==> src/rtl/mem_pkg.sv <==
// Shared definitions for the two-port memory arbiter: FSM encoding and
// the address alignment/range check applied before any memory strobe.
package mem_pkg;

  typedef enum logic [1:0] {
    ST_IDLE   = 2'd0,
    ST_ACCESS = 2'd1,
    ST_RESP   = 2'd2
  } state_t;

  localparam int ALIGN_MSB = 2;   // doubleword accesses only
  localparam int RANGE_LSB = 13;  // addr[63:13] selects the memory

  function automatic logic addr_ok(input logic [63:0] addr, input logic [50:0] base);
    return (addr[ALIGN_MSB:0] == '0) && (addr[63:RANGE_LSB] == base);
  endfunction

endpackage

==> src/rtl/mem_arbiter.sv <==
// Round-robin arbiter giving two requesters access to a 64-doubleword memory.
// Accepted access acks two edges after the req is sampled, rejected ones after one.
module mem_arbiter
  import mem_pkg::*;
#(
  parameter logic [50:0] BASE_ADDRESS = 51'd0
) (
  input  logic        clk,
  input  logic        reset_n,
  input  logic        req0,
  input  logic        req1,
  input  logic        we0,
  input  logic        we1,
  input  logic [63:0] addr0,
  input  logic [63:0] addr1,
  input  logic [63:0] wdata0,
  input  logic [63:0] wdata1,
  output logic        ack0,
  output logic        ack1,
  output logic        err0,
  output logic        err1,
  output logic [63:0] rdata0,
  output logic [63:0] rdata1,
  output logic        mem_read,
  output logic        mem_write,
  output logic [63:0] mem_address,
  output logic [63:0] mem_data_in,
  input  logic [63:0] mem_data_out
);

  state_t      state_q, state_d;
  logic        last_q, last_d;   // 1: requester 1 was served last
  logic        win_q, win_d;
  logic        we_q, we_d;
  logic        ack0_q, ack0_d, ack1_q, ack1_d;
  logic        err0_q, err0_d, err1_q, err1_d;
  logic [63:0] rdata0_q, rdata0_d, rdata1_q, rdata1_d;
  logic        mem_read_q, mem_read_d, mem_write_q, mem_write_d;
  logic [63:0] mem_address_q, mem_address_d, mem_data_in_q, mem_data_in_d;

  logic        sel;
  logic        sel_we;
  logic [63:0] sel_addr;
  logic [63:0] sel_wdata;
  logic        resp_vld;
  logic        resp_err;
  logic [63:0] resp_dat;

  // On a tie the requester not served last wins.
  assign sel       = (req0 && req1) ? ~last_q : req1;
  assign sel_we    = sel ? we1    : we0;
  assign sel_addr  = sel ? addr1  : addr0;
  assign sel_wdata = sel ? wdata1 : wdata0;

  always_comb begin
    state_d       = state_q;
    last_d        = last_q;
    win_d         = win_q;
    we_d          = we_q;
    ack0_d        = 1'b0;
    ack1_d        = 1'b0;
    err0_d        = 1'b0;
    err1_d        = 1'b0;
    rdata0_d      = rdata0_q;
    rdata1_d      = rdata1_q;
    mem_read_d    = 1'b0;
    mem_write_d   = 1'b0;
    mem_address_d = mem_address_q;
    mem_data_in_d = mem_data_in_q;
    resp_vld      = 1'b0;
    resp_err      = 1'b0;
    resp_dat      = '0;

    case (state_q)
      ST_IDLE: begin
        if (req0 || req1) begin
          win_d  = sel;
          last_d = sel;
          we_d   = sel_we;
          if (addr_ok(sel_addr, BASE_ADDRESS)) begin
            state_d       = ST_ACCESS;
            mem_address_d = sel_addr;
            mem_data_in_d = sel_wdata;
            mem_write_d   = sel_we;
            mem_read_d    = ~sel_we;
          end else begin
            state_d  = ST_RESP;
            resp_vld = 1'b1;
            resp_err = 1'b1;
          end
        end
      end
      ST_ACCESS: begin
        state_d  = ST_RESP;
        resp_vld = 1'b1;
        resp_dat = we_q ? 64'd0 : mem_data_out;
      end
      ST_RESP: state_d = ST_IDLE;
      default: state_d = ST_IDLE;
    endcase

    if (resp_vld) begin
      if (win_d) begin
        ack1_d   = 1'b1;
        err1_d   = resp_err;
        rdata1_d = resp_dat;
      end else begin
        ack0_d   = 1'b1;
        err0_d   = resp_err;
        rdata0_d = resp_dat;
      end
    end
  end

  always_ff @(posedge clk or negedge reset_n) begin
    if (!reset_n) begin
      state_q       <= ST_IDLE;
      last_q        <= 1'b1;
      win_q         <= 1'b0;
      we_q          <= 1'b0;
      ack0_q        <= 1'b0;
      ack1_q        <= 1'b0;
      err0_q        <= 1'b0;
      err1_q        <= 1'b0;
      rdata0_q      <= '0;
      rdata1_q      <= '0;
      mem_read_q    <= 1'b0;
      mem_write_q   <= 1'b0;
      mem_address_q <= '0;
      mem_data_in_q <= '0;
    end else begin
      state_q       <= state_d;
      last_q        <= last_d;
      win_q         <= win_d;
      we_q          <= we_d;
      ack0_q        <= ack0_d;
      ack1_q        <= ack1_d;
      err0_q        <= err0_d;
      err1_q        <= err1_d;
      rdata0_q      <= rdata0_d;
      rdata1_q      <= rdata1_d;
      mem_read_q    <= mem_read_d;
      mem_write_q   <= mem_write_d;
      mem_address_q <= mem_address_d;
      mem_data_in_q <= mem_data_in_d;
    end
  end

  assign ack0        = ack0_q;
  assign ack1        = ack1_q;
  assign err0        = err0_q;
  assign err1        = err1_q;
  assign rdata0      = rdata0_q;
  assign rdata1      = rdata1_q;
  assign mem_read    = mem_read_q;
  assign mem_write   = mem_write_q;
  assign mem_address = mem_address_q;
  assign mem_data_in = mem_data_in_q;

endmodule

==> config.mk <==
export PLATFORM = sky130hd
export DESIGN_NAME = mem_arbiter
export DESIGN_NICKNAME = d
export VERILOG_FILES = /design/src/rtl/mem_pkg.sv /design/src/rtl/mem_arbiter.sv
export SDC_FILE = /design/constraint.sdc
export NUM_CORES = 1
export LEC_CHECK = 0
export ABC_AREA = 1
export CAP_MARGIN = 10
export CORE_AREA = 2 2 226 228
export CTS_CLUSTER_SIZE = 14
export DETAILED_ROUTE_END_ITERATION = 12
export DIE_AREA = 0 0 228 230
export GPL_TIMING_DRIVEN = 1
export PLACE_DENSITY_LB_ADDON = 0.15
export SLEW_MARGIN = 20
export SYNTH_ARGS = -nofsm -noshare
export SYNTH_HDL_FRONTEND = slang
export SYNTH_SLANG_ARGS = --single-unit
==> constraint.sdc <==
create_clock -name clk -period 1.97 [get_ports clk]
set_input_delay 0.394 -clock clk [delete_from_list [all_inputs] [get_ports clk]]
set_output_delay 0.394 -clock clk [all_outputs]
set_load 0.01 [all_outputs]
=== Word level (Yosys, flattened, before mapping) ===
Index checks and enable logic that the tools add are counted.

* Add/subtract/negate cells: 0
* Multipliers: 0
* Div/mod/pow operators: 0
* Order comparisons: 0
* Equal/unequal tests: 2
* Shifts and indexed selects: 0
* Multiplexer cells: 29
* Bitwise operators: 3
* Reductions and logical operators: 10

{| class="wikitable"
|+ Operator list
! cell !! number
|-
| $mux 64 || 4
|-
| $logic_not 51->1 || 1
|-
| $mux 1 || 21
|-
| $reduce_and 2->1 || 3
|-
| $mux 2 || 2
|-
| $pmux 2 s2 || 1
|-
| $logic_not 3->1 || 1
|-
| $not 1->1 || 3
|-
| $reduce_and 3->1 || 1
|-
| $eq 2x1->1 const B || 1
|-
| $logic_and 1x1->1 || 2
|-
| $logic_not 2->1 || 1
|-
| $ne 2x2->1 const B || 1
|-
| $pmux 1 s2 || 1
|-
| $logic_or 1x1->1 || 1
|}

* Bits in registers: 267
* Bits in latches: 0
* Memory bits (writable): 0
* Memory bits (read-only): 0
* Word-level logic and storage cells: 58
* Memories: 0

=== Logic depth before layout (Yosys ltp) ===
Gate-level depths: netlist (run 1).

* Word-level depth: 10
* Mapped depth: 19
* Gate-level depth less buffers: 15

=== Worst setup path after synthesis (run 1) ===
No wires, ideal clock.

* Kind: register to register
* Start: register last_q
* End: register mem_address_q[3], in the netlist mem_address[3]
* Data arrival time: 1,973 ps
* Path slack: -120 ps
* Stages on the path, launching flop included: 18
* Path buffers: 4
* Period minus slack after synthesis: 2,090 ps
* Cells stage by stage: dfstp_2 -> nand2_2 -> buf_6 -> buf_2 -> nand3_1 -> nand2_1 -> nor2_1 -> nand2_1 -> nor2_1 -> nand2_1 -> nor2_1 -> nand2_1 -> nor2_2 -> inv_2 -> buf_2 -> buf_6 -> nand2_1 -> nand2_1

* Longest elaborated chain between the ends: 6
* Elaborated cells between the ends (all ways): 7

{| class="wikitable"
|+ RTL lines
! what !! line !! source
|-
| start: declaration || mem_arbiter.sv:32 || <nowiki>logic last_q, last_d;</nowiki>
|-
| start signal: assignment || mem_arbiter.sv:133 || <nowiki>last_q <= last_d;</nowiki>
|-
| $not 1->1 (*) || mem_arbiter.sv:50 || <nowiki>assign sel = (req0 && req1) ? ~last_q : req1;</nowiki>
|-
| $mux 1 (*) || mem_arbiter.sv:50 ||
|-
| $mux 64 (*) || mem_arbiter.sv:52 || <nowiki>assign sel_addr = sel ? addr1 : addr0;</nowiki>
|-
| $logic_not 51->1 or $logic_not 3->1 (tied branches) || mem_pkg.sv:15 || <nowiki>return (addr[ALIGN_MSB:0] == '0) && (addr[63:RANGE_LSB] == base);</nowiki>
|-
| $logic_and 1x1->1 || mem_pkg.sv:15 ||
|-
| $reduce_and 3->1 (no line) || -- ||
|-
| end signal: assignment || mem_arbiter.sv:144 || <nowiki>mem_address_q <= mem_address_d;</nowiki>
|-
| end: declaration || mem_arbiter.sv:39 || <nowiki>logic [63:0] mem_address_q, mem_address_d, mem_data_in_q, mem_data_in_d;</nowiki>
|}

Every way passes the cells marked *; elsewhere a longest branch is shown, timed or not.
A chain may end at the register's enable or synchronous reset.

=== Final worst setup path (run 1) ===
* Start: register last_q
* End: register rdata1_q[32], in the netlist rdata1[32]

* Longest elaborated chain between the ends: 9
* Elaborated cells between the ends (all ways): 12

{| class="wikitable"
|+ RTL lines
! what !! line !! source
|-
| $not 1->1 (*) || mem_arbiter.sv:50 ||
|-
| $mux 1 (*) || mem_arbiter.sv:50 ||
|-
| $mux 64 || mem_arbiter.sv:52 ||
|-
| $logic_not 51->1 or $logic_not 3->1 (tied branches) || mem_pkg.sv:15 ||
|-
| $logic_and 1x1->1 || mem_pkg.sv:15 ||
|-
| $mux 1 || mem_arbiter.sv:80 || <nowiki>if (addr_ok(sel_addr, BASE_ADDRESS)) begin</nowiki>
|-
| $mux 1 || mem_arbiter.sv:76 || <nowiki>if (req0 || req1) begin</nowiki>
|-
| $pmux 1 s2 || mem_arbiter.sv:74 || <nowiki>case (state_q)</nowiki>
|-
| $reduce_and 2->1 (no line) (*) || -- ||
|-
| end signal: assignment || mem_arbiter.sv:141 || <nowiki>rdata1_q <= rdata1_d;</nowiki>
|-
| end: declaration || mem_arbiter.sv:37 || <nowiki>logic [63:0] rdata0_q, rdata0_d, rdata1_q, rdata1_d;</nowiki>
|}

Marked as above.

==> results of run 1 <==
## worst min-delay path by stage
| stage | depth (start not counted) | start | to | slack (ns) |
|---|---|---|---|---|
| global placement | 1 | reset_n | mem_address[28]$_DFFE_PN0P_ | 0.33 |
| floorplan | 0 | reset_n | ack0$_DFF_PN0_ | 0.1 |
| finish | 2 | reset_n | mem_address[28]$_DFFE_PN0P_ | 0.31 |
| detailed placement | 1 | reset_n | mem_address[28]$_DFFE_PN0P_ | 0.33 |
| global route | 2 | reset_n | mem_address[28]$_DFFE_PN0P_ | 0.34 |
| CTS | 2 | reset_n | mem_address[28]$_DFFE_PN0P_ | 0.30 |
## area by class of cell
cell class	instances	area [µm²]	area share (%)
Sequential cell	267	6680	31.7
Tap cell	672	841	3.98
Multi-Input combinational cell	961	4840	22.9
Clock buffer	41	863	4.09
Timing Repair Buffer	685	7350	34.8
Inverter	65	246	1.17
Antenna cell	3	7.51	0.0356
Clock inverter	16	273	1.29
## power groups by stage
stage / clock [µW] / combinational (µW) / sequential [µW]
2_1_floorplan: 0 / 1010 / 5630
3_3_place_gp: 0 / 2370 / 5630
3_5_place_dp: 0 / 2350 / 5630
4_1_cts: 6640 / 2710 / 5530
5_1_grt: 6830 / 2930 / 5530
6_report: 6420 / 2720 / 5530
## repair_timing
item	CTS	global route
gates cloned	13	2
pin swaps	23	1
hold buffers	1	0
endpoints found under the hold margin	30	0
gates resized for setup	84	17
endpoints found under the setup margin	304	322
setup buffers	6	0
## metrics by stage
stage                     worst slack, ns  instances  TNS [ns]  hold slack [ns]  area [µm²]
after CTS                          -0.494       2705   -115.28            0.295       21000
final                              -0.496       2710   -113.83            0.305       21100
after global routing               -0.657       2708   -156.80            0.340       21100
after global placement              -1.00       2628   -245.91            0.328       19100
after floorplan                   -0.0790       1397    -10.75           0.0984       12200
after detailed placement           -0.995       2628   -242.65            0.330       19100
## worst max-delay path, stage by stage, from the launching register on
cell	delay [ns]
sky130_fd_sc_hd__dfstp_2	0.59
sky130_fd_sc_hd__nand2_8	0.14
sky130_fd_sc_hd__nand2_8	0.21
sky130_fd_sc_hd__buf_12	0.14
sky130_fd_sc_hd__nand2_1	0.05
sky130_fd_sc_hd__nand2_1	0.09
sky130_fd_sc_hd__nor2_1	0.05
sky130_fd_sc_hd__nand2_1	0.08
sky130_fd_sc_hd__nor2_1	0.05
sky130_fd_sc_hd__nand2_1	0.06
sky130_fd_sc_hd__nor2_2	0.04
sky130_fd_sc_hd__nand2_2	0.11
sky130_fd_sc_hd__nand2_2	0.08
sky130_fd_sc_hd__nand2_4	0.12
sky130_fd_sc_hd__nand2_8	0.08
sky130_fd_sc_hd__buf_12	0.16
sky130_fd_sc_hd__buf_12	0.15
sky130_fd_sc_hd__nand2_1	0.06
sky130_fd_sc_hd__nand2_1	0.05
## state kept, by name (all words and copies together), names as in the netlist
signal       cells
ack0             1
ack1             1
err0             1
err1             1
last_q           1
mem_address     64
mem_data_in     64
mem_read         1
mem_write        1
rdata0          64
rdata1          64
state_q          2
we_q             1
win_q            1
## routing by layer
metal	vias to the layer above	part of all wire [%]	GRT usage (%)
met5	-	0.10	0
met3	96	7.0	5.78
met4	8	3.1	6.35
met1	5605	42	25.1
met2	371	48	33.2
li1	5742	-	-
## kinds of logic (layout without fill, tap and decap cells)
group	Yosys count	count (layout)
and+or+nand+nor	883	883
DFF	267	267
other	0	3
buffers and inverters	169	807
muxes	74	74
AOI/OAI and AO/OA	4	4
## placed cells by master, fill, tap and decap left out, types with 2 or more instances in the layout
cell and count:
sky130_fd_sc_hd__buf_16 13, sky130_fd_sc_hd__nand2_1 552, sky130_fd_sc_hd__nand3_1 46, sky130_fd_sc_hd__buf_4 42
sky130_fd_sc_hd__nor2_1 82, sky130_fd_sc_hd__nor2_2 9, sky130_fd_sc_hd__clkinv_2 7, sky130_fd_sc_hd__o21ai_0 2
sky130_fd_sc_hd__nand4_1 133, sky130_fd_sc_hd__clkdlybuf4s50_1 585, sky130_fd_sc_hd__clkbuf_16 33, sky130_fd_sc_hd__nand2_8 3
sky130_fd_sc_hd__mux2_2 74, sky130_fd_sc_hd__inv_1 61, sky130_fd_sc_hd__bufinv_16 7, sky130_fd_sc_hd__nand3_2 9
sky130_fd_sc_hd__clkbuf_1 5, sky130_fd_sc_hd__nor2_4 2, sky130_fd_sc_hd__buf_12 32, sky130_fd_sc_hd__buf_6 5
sky130_fd_sc_hd__clkbuf_8 5, sky130_fd_sc_hd__buf_8 4, sky130_fd_sc_hd__diode_2 3, sky130_fd_sc_hd__dfrtp_1 266
sky130_fd_sc_hd__nand2_2 45, sky130_fd_sc_hd__nand2_4 2, sky130_fd_sc_hd__inv_2 3
==> impl_metrics.xml, run 1 <==
<?xml version="1.0" encoding="UTF-8"?>
<metrics>
  <group name="run_status">
    <metric name="result_of_the_run" unit="">finished, violations left</metric>
    <metric name="violations" unit="">negative setup slack</metric>
  </group>
  <group name="clock_tree">
    <metric name="cts.sinks" unit="">267</metric>
    <metric name="clk_pin_slew" unit="ns">0.06</metric>
    <metric name="clock_tree_from_tritoncts" unit="">built</metric>
    <metric name="cts_root_buf" unit="">sky130_fd_sc_hd__clkbuf_16</metric>
    <metric name="cts-buffers-inserted" unit="">31</metric>
    <metric name="h-tree-depth" unit="">1</metric>
    <metric name="clockBufferDepth" unit="">3</metric>
    <metric name="worst_skew_pair.late_latency" unit="ns">0.58</metric>
  </group>
  <group name="worst_setup_path">
    <metric name="crit_arrival" unit="ns">2.94</metric>
    <metric name="critPathMaxFanout" unit="">14</metric>
    <metric name="r2r_end" unit="">rdata1[32]$_DFFE_PN0P_</metric>
    <metric name="critical_path_class" unit="">reg -&gt; reg</metric>
    <metric name="worstPathRequired" unit="ns">2.44</metric>
    <metric name="worstRegToRegCells" unit="">18</metric>
    <metric name="setup.worst_path.end_class" unit="">flop</metric>
    <metric name="timing.reg2reg.setup_slack" unit="ns">-0.50</metric>
    <metric name="crit_path_start_kind" unit="">flop</metric>
    <metric name="regToRegStartpoint" unit="">last_q$_DFFE_PN1P_</metric>
    <metric name="capture_point_of_the_critical_path" unit="">rdata1[32]$_DFFE_PN0P_</metric>
    <metric name="crit_start" unit="">last_q$_DFFE_PN1P_</metric>
  </group>
  <group name="drt">
    <metric name="detail_route.drc_violations" unit="">0</metric>
    <metric name="firstDrtPassIters" unit="">5</metric>
    <metric name="drt_wl_total" unit="µm">53900</metric>
    <metric name="routed_via_density" unit="">4.36</metric>
    <metric name="detail-route-antenna-nets" unit="">0</metric>
    <metric name="drtIter0Drc" unit="">564</metric>
    <metric name="routed-via-count" unit="">11822</metric>
    <metric name="route.detailed.wl_per_inst" unit="µm">19.9</metric>
  </group>
  <group name="power_and_ir_drop">
    <metric name="seq_power_share" unit="%">37.7</metric>
    <metric name="switching_share" unit="%">25.8</metric>
    <metric name="total_leakage_power" unit="µW">0.0102</metric>
    <metric name="clock_power_share" unit="%">43.7</metric>
    <metric name="switching_power" unit="µW">3790</metric>
    <metric name="share_comb_of_total_power" unit="%">18.5</metric>
    <metric name="power_per_cell_area" unit="nW/µm²">695</metric>
    <metric name="power_report.internal_total" unit="µW">10900</metric>
    <metric name="max-vdd-ir-drop" unit="mV">0.679</metric>
    <metric name="report.power.total" unit="µW">14700</metric>
  </group>
  <group name="floorplanning">
    <metric name="floorplan.rows" unit="">82</metric>
    <metric name="io_pins" unit="">588</metric>
    <metric name="die-width" unit="µm">228</metric>
    <metric name="floorplan.die.height" unit="µm">230</metric>
    <metric name="design.core.area" unit="µm²">49900</metric>
    <metric name="fp.dieArea" unit="µm²">52400</metric>
    <metric name="initial_util" unit="%">24.3</metric>
  </group>
  <group name="sta">
    <metric name="finalCriticalPeriod" unit="ns">2.47</metric>
    <metric name="report.final.slew_viol_count" unit="">0</metric>
    <metric name="final-setup-viol-count" unit="">267</metric>
    <metric name="post-route-period-util" unit="%">125</metric>
    <metric name="fin_worst_skew" unit="ns">0.00620</metric>
    <metric name="hold_violations" unit="">0</metric>
    <metric name="worst_pin_slew" unit="ns">0.504</metric>
    <metric name="setup_slack" unit="ns">-0.496</metric>
    <metric name="clock.fmax" unit="MHz">405</metric>
    <metric name="rsz_0062_raised_after_global_routing" unit="">yes</metric>
    <metric name="worst_slew_margin_rel" unit="%">66.4</metric>
  </group>
  <group name="layout">
    <metric name="finalCoreUtilization" unit="%">42.3</metric>
    <metric name="filler_cell_count" unit="">5050</metric>
    <metric name="drive_gt1_share" unit="%">14.8</metric>
    <metric name="area_growth_syn_to_layout" unit="%">74.4</metric>
    <metric name="final_layout_net_count" unit="">2337</metric>
  </group>
  <group name="yosys">
    <metric name="synth_area" unit="µm²">12100</metric>
    <metric name="leading_cell_type_by_number_of_instances_after_synthesis" unit="">sky130_fd_sc_hd__nand2_1</metric>
    <metric name="synth_flop_cell" unit="">sky130_fd_sc_hd__dfrtp_1</metric>
    <metric name="synth-compound-area-share" unit="%">0.227</metric>
    <metric name="postSynth.asyncResetShare" unit="%">100</metric>
    <metric name="synth_top_family_by_area" unit="">simple AND/OR/NAND/NOR gates</metric>
    <metric name="post_synth_most_frequent_cells" unit="">sky130_fd_sc_hd__nand2_1, sky130_fd_sc_hd__dfrtp_1, sky130_fd_sc_hd__nand4_1</metric>
    <metric name="synth.yosys.warnings" unit="">0</metric>
    <metric name="synth-seq-cells" unit="">267</metric>
    <metric name="yosys.area_share.xor_xnor" unit="%">0</metric>
    <metric name="synthesis.instances" unit="">1397</metric>
    <metric name="synth.lib_cells_used.distinct" unit="">18</metric>
    <metric name="syn-mean-instance-area" unit="µm²">8.66</metric>
    <metric name="yosys.area.top_type" unit="">sky130_fd_sc_hd__dfrtp_1</metric>
    <metric name="synthSimpleGateAreaFrac" unit="%">30.8</metric>
    <metric name="post_synthesis_share_of_cell_area_spent_on_full_adders_half_adders_and_majority_gates" unit="%">0</metric>
    <metric name="synth_area_leaders" unit="">sky130_fd_sc_hd__dfrtp_1, sky130_fd_sc_hd__nand2_1, sky130_fd_sc_hd__mux2_2, sky130_fd_sc_hd__nand4_1, sky130_fd_sc_hd__nor2_1</metric>
    <metric name="yosysSeqAreaShare" unit="%">55.2</metric>
    <metric name="synth_edf_count" unit="">0</metric>
    <metric name="mux_cell_area_share_after_synthesis" unit="%">6.89</metric>
    <metric name="synthDominantCellAreaShare" unit="%">55.0</metric>
    <metric name="synth_fp_nets" unit="">1723</metric>
  </group>
  <group name="global_route">
    <metric name="grt_first_pass_wirelength" unit="µm">80600</metric>
    <metric name="number_of_global_route_vias_before_repair" unit="">12120</metric>
    <metric name="globalRoute.totalOverflow" unit="">0</metric>
    <metric name="grt_use_total" unit="%">20.0</metric>
    <metric name="antenna_found_initial" unit="">9</metric>
    <metric name="grt_start_max_net_pins" unit="">67</metric>
  </group>
  <group name="place">
    <metric name="numPortBuffers" unit="">587</metric>
    <metric name="dp_hpwl" unit="µm">39400</metric>
    <metric name="globalplace.congestion" unit="">0.845</metric>
  </group>
  <group name="job">
    <metric name="cap_violations" unit="">0</metric>
  </group>
  <group name="hold_path">
    <metric name="hp-class" unit="">in -&gt; async</metric>
  </group>
</metrics>
(Power assumes the default switching activity.)
==> run 2, diff against run 1 <==
Settings changed: CTS_CLUSTER_DIAMETER set to 60.
==> run 2 against run 1 <==
Net effect:
- the run still ends with negative setup slack left
- critical endpoint is now mem_data_in[11]$_DFFE_PN0P_
- sequential power about the same
- setup slack got worse by 0.024 ns
- non-clock buffer count increased by 3
- core utilization decreased by 0.13 points
==> impl_metrics.xml, run 2 (synthesis results as in run 1) <==
<?xml version="1.0" encoding="UTF-8"?>
<metrics>
  <group name="place">
    <metric name="placement.setup.worst_slack" unit="ns">-0.995</metric>
    <metric name="dp_hpwl" unit="µm">39400</metric>
    <metric name="numPortBuffers" unit="">587</metric>
    <metric name="dpl.cell_count" unit="">2628</metric>
    <metric name="globalplace.congestion" unit="">0.845</metric>
  </group>
  <group name="sta">
    <metric name="worst_slew_margin_rel" unit="%">67.0</metric>
    <metric name="setup_slack" unit="ns">-0.521</metric>
    <metric name="final-setup-viol-count" unit="">266</metric>
    <metric name="hold_violations" unit="">0</metric>
    <metric name="report.final.slew_viol_count" unit="">0</metric>
    <metric name="worst_pin_slew" unit="ns">0.496</metric>
    <metric name="finalCriticalPeriod" unit="ns">2.49</metric>
    <metric name="post-route-period-util" unit="%">126</metric>
    <metric name="clock.fmax" unit="MHz">401</metric>
    <metric name="fin_worst_skew" unit="ns">0.0122</metric>
    <metric name="rsz_0062_raised_after_global_routing" unit="">yes</metric>
  </group>
  <group name="drt">
    <metric name="detail-route-antenna-nets" unit="">0</metric>
    <metric name="detail_route.drc_violations" unit="">0</metric>
    <metric name="routed-via-count" unit="">11838</metric>
    <metric name="drtIter0Drc" unit="">625</metric>
    <metric name="route.detailed.wl_per_inst" unit="µm">20.1</metric>
    <metric name="firstDrtPassIters" unit="">5</metric>
    <metric name="routed_via_density" unit="">4.37</metric>
    <metric name="drt_wl_total" unit="µm">54500</metric>
  </group>
  <group name="job">
    <metric name="cap_violations" unit="">0</metric>
  </group>
  <group name="floorplanning">
    <metric name="floorplan.die.height" unit="µm">230</metric>
    <metric name="floorplan.rows" unit="">82</metric>
    <metric name="io_pins" unit="">588</metric>
    <metric name="die-width" unit="µm">228</metric>
    <metric name="initial_util" unit="%">24.3</metric>
    <metric name="fp.dieArea" unit="µm²">52400</metric>
    <metric name="design.core.area" unit="µm²">49900</metric>
  </group>
  <group name="power_and_ir_drop">
    <metric name="total_leakage_power" unit="µW">0.0102</metric>
    <metric name="max-vdd-ir-drop" unit="mV">0.627</metric>
    <metric name="power_per_cell_area" unit="nW/µm²">667</metric>
  </group>
  <group name="worst_setup_path">
    <metric name="critical_path_class" unit="">reg -&gt; reg</metric>
    <metric name="worstPathRequired" unit="ns">2.42</metric>
    <metric name="setup.worst_path.end_class" unit="">flop</metric>
    <metric name="timing.reg2reg.setup_slack" unit="ns">-0.52</metric>
    <metric name="worst_path_max_delay_cell" unit="">sky130_fd_sc_hd__dfstp_2</metric>
    <metric name="critPathMaxFanout" unit="">39</metric>
    <metric name="timing.critical_path.mode_cell" unit="">sky130_fd_sc_hd__nand2_1</metric>
    <metric name="timing.critical_path.slowest_cell_delay" unit="ns">0.63</metric>
    <metric name="path_cells" unit="">nand2_8 &gt; buf_16 &gt; nand3_2 &gt; nand2_1 &gt; nor2_2 &gt; nand2_1 &gt; nor2_1 &gt; nand2_1 &gt; nor2_2 &gt; nand2_2 &gt; nor2_4 &gt; buf_12 &gt; inv_2 &gt; buf_12 &gt; nand2_1 &gt; nand2_1</metric>
    <metric name="crit_path_start_kind" unit="">flop</metric>
    <metric name="crit_arrival" unit="ns">2.94</metric>
  </group>
  <group name="clock_tree">
    <metric name="clockBufferDepth" unit="">3</metric>
    <metric name="clock_tree_from_tritoncts" unit="">built</metric>
    <metric name="cts.sinks" unit="">267</metric>
    <metric name="worst_skew_pair.late_latency" unit="ns">0.56</metric>
    <metric name="cts-buffers-inserted" unit="">28</metric>
    <metric name="clk_pin_slew" unit="ns">0.07</metric>
    <metric name="h-tree-depth" unit="">1</metric>
    <metric name="cts_root_buf" unit="">sky130_fd_sc_hd__clkbuf_16</metric>
  </group>
  <group name="layout">
    <metric name="stdcell_count" unit="">2706</metric>
    <metric name="drive_gt1_share" unit="%">13.8</metric>
    <metric name="area_growth_syn_to_layout" unit="%">73.9</metric>
    <metric name="final_layout_net_count" unit="">2338</metric>
    <metric name="filler_cell_count" unit="">5053</metric>
    <metric name="top_library_cells_by_usage_in_the_layout_fill_and_taps_aside" unit="">sky130_fd_sc_hd__clkdlybuf4s50_1, sky130_fd_sc_hd__nand2_1, sky130_fd_sc_hd__dfrtp_1, sky130_fd_sc_hd__nand4_1, sky130_fd_sc_hd__nor2_1</metric>
    <metric name="layout_commonest_cell" unit="">sky130_fd_sc_hd__clkdlybuf4s50_1</metric>
  </group>
  <group name="hold_path">
    <metric name="hp-class" unit="">in -&gt; async</metric>
  </group>
  <group name="global_route">
    <metric name="grt_use_total" unit="%">20.0</metric>
    <metric name="grt_first_pass_wirelength" unit="µm">80300</metric>
    <metric name="antenna_found_initial" unit="">9</metric>
    <metric name="grt_start_max_net_pins" unit="">67</metric>
    <metric name="globalRoute.totalOverflow" unit="">0</metric>
    <metric name="number_of_global_route_vias_before_repair" unit="">12026</metric>
  </group>
  <group name="run_status">
    <metric name="violations" unit="">negative setup slack</metric>
    <metric name="result_of_the_run" unit="">finished, violations left</metric>
  </group>
</metrics>
[run 2: cell count changes in the layout (fill, tap and decap cells not counted), moves of 3 or more]
| cell | delta |
|---|---|
| sky130_fd_sc_hd__clkinv_2 | -4 |
| sky130_fd_sc_hd__nand3_2 | +6 |
| sky130_fd_sc_hd__buf_12 | -3 |
| sky130_fd_sc_hd__nand2_1 | +27 |
| sky130_fd_sc_hd__nand3_1 | -6 |
| sky130_fd_sc_hd__bufinv_16 | -3 |
| sky130_fd_sc_hd__clkbuf_16 | +4 |
| sky130_fd_sc_hd__nand2_2 | -28 |
[run 2: final cells by class]
cell class / instances / area [µm²] / area share, %
clock buffers: 36 / 792 / 3.76
inverters: 65 / 246 / 1.17
clock inverters: 13 / 196 / 0.934
flip-flops and latches: 267 / 6680 / 31.8
diodes: 3 / 7.51 / 0.0357
multi-input cells: 962 / 4840 / 23.0
repair buffers: 688 / 7440 / 35.3
well taps: 672 / 841 / 4.00
[run 2: power by group]
group	leakage [µW]	switching, µW	internal [µW]	total [µW]
Combinational	0.00623	1360	1400	2760
Sequential	0.00344	24.1	5510	5540
Clock	0.000484	2350	3380	5730
Total	0.0102	3740	10300	14000
[run 2: path summary, 6_finish.rpt]
check,to,depth (start not counted),startpoint
min reg2reg,mem_data_in[63]$_DFFE_PN0P_,2,mem_data_in[63]$_DFFE_PN0P_
max in group asynchronous,rdata0[24]$_DFFE_PN0P_,3,reset_n
min in group clk,rdata0[33]$_DFFE_PN0P_,3,mem_data_out[33]
max,mem_data_in[11]$_DFFE_PN0P_,16,last_q$_DFFE_PN1P_
min,mem_address[28]$_DFFE_PN0P_,2,reset_n
max reg2reg,mem_data_in[11]$_DFFE_PN0P_,16,last_q$_DFFE_PN1P_
[run 2: per-stage QoR]
step           hold WS [ns]  setup TNS (ns)  instance area [µm²]  utilization (%)  power [µW]
6_report              0.325         -119.67                21000             42.2       14000
2_1_floorplan        0.0984          -10.75                12200                -        6640
4_1_cts               0.330         -108.13                20700             41.4       14100
5_1_grt               0.354         -160.04                21000             42.2       14600
3_5_place_dp          0.330         -242.65                19100             38.4        7980
3_3_place_gp          0.328         -245.91                19100             38.4        8000
[run 2: per-layer routing]
metal / track usage [%] / wire length (µm) / up-vias
met5: 0 / 53 / -
met3: 5.93 / 3850 / 91
li1: - / - / 5741
met1: 24.8 / 22800 / 5619
met2: 33.5 / 26100 / 379
met4: 5.94 / 1780 / 8
[run 2: critical path, delay by kind of cell, from the launching register on]
kind,cells,cell delay [ns]
flops,1,0.63
buf+inv,4,0.57
simple gates,12,1.13
[run 2: repair_timing]
item                                    4_1_cts  5_1_grt
hold endpoints to repair                     30        0
setup buffers                                 2        2
resized for setup                            46       40
cloned                                       12        9
endpoints found under the setup margin      276      289
hold buffers                                  1        0
pin swaps                                    15        5
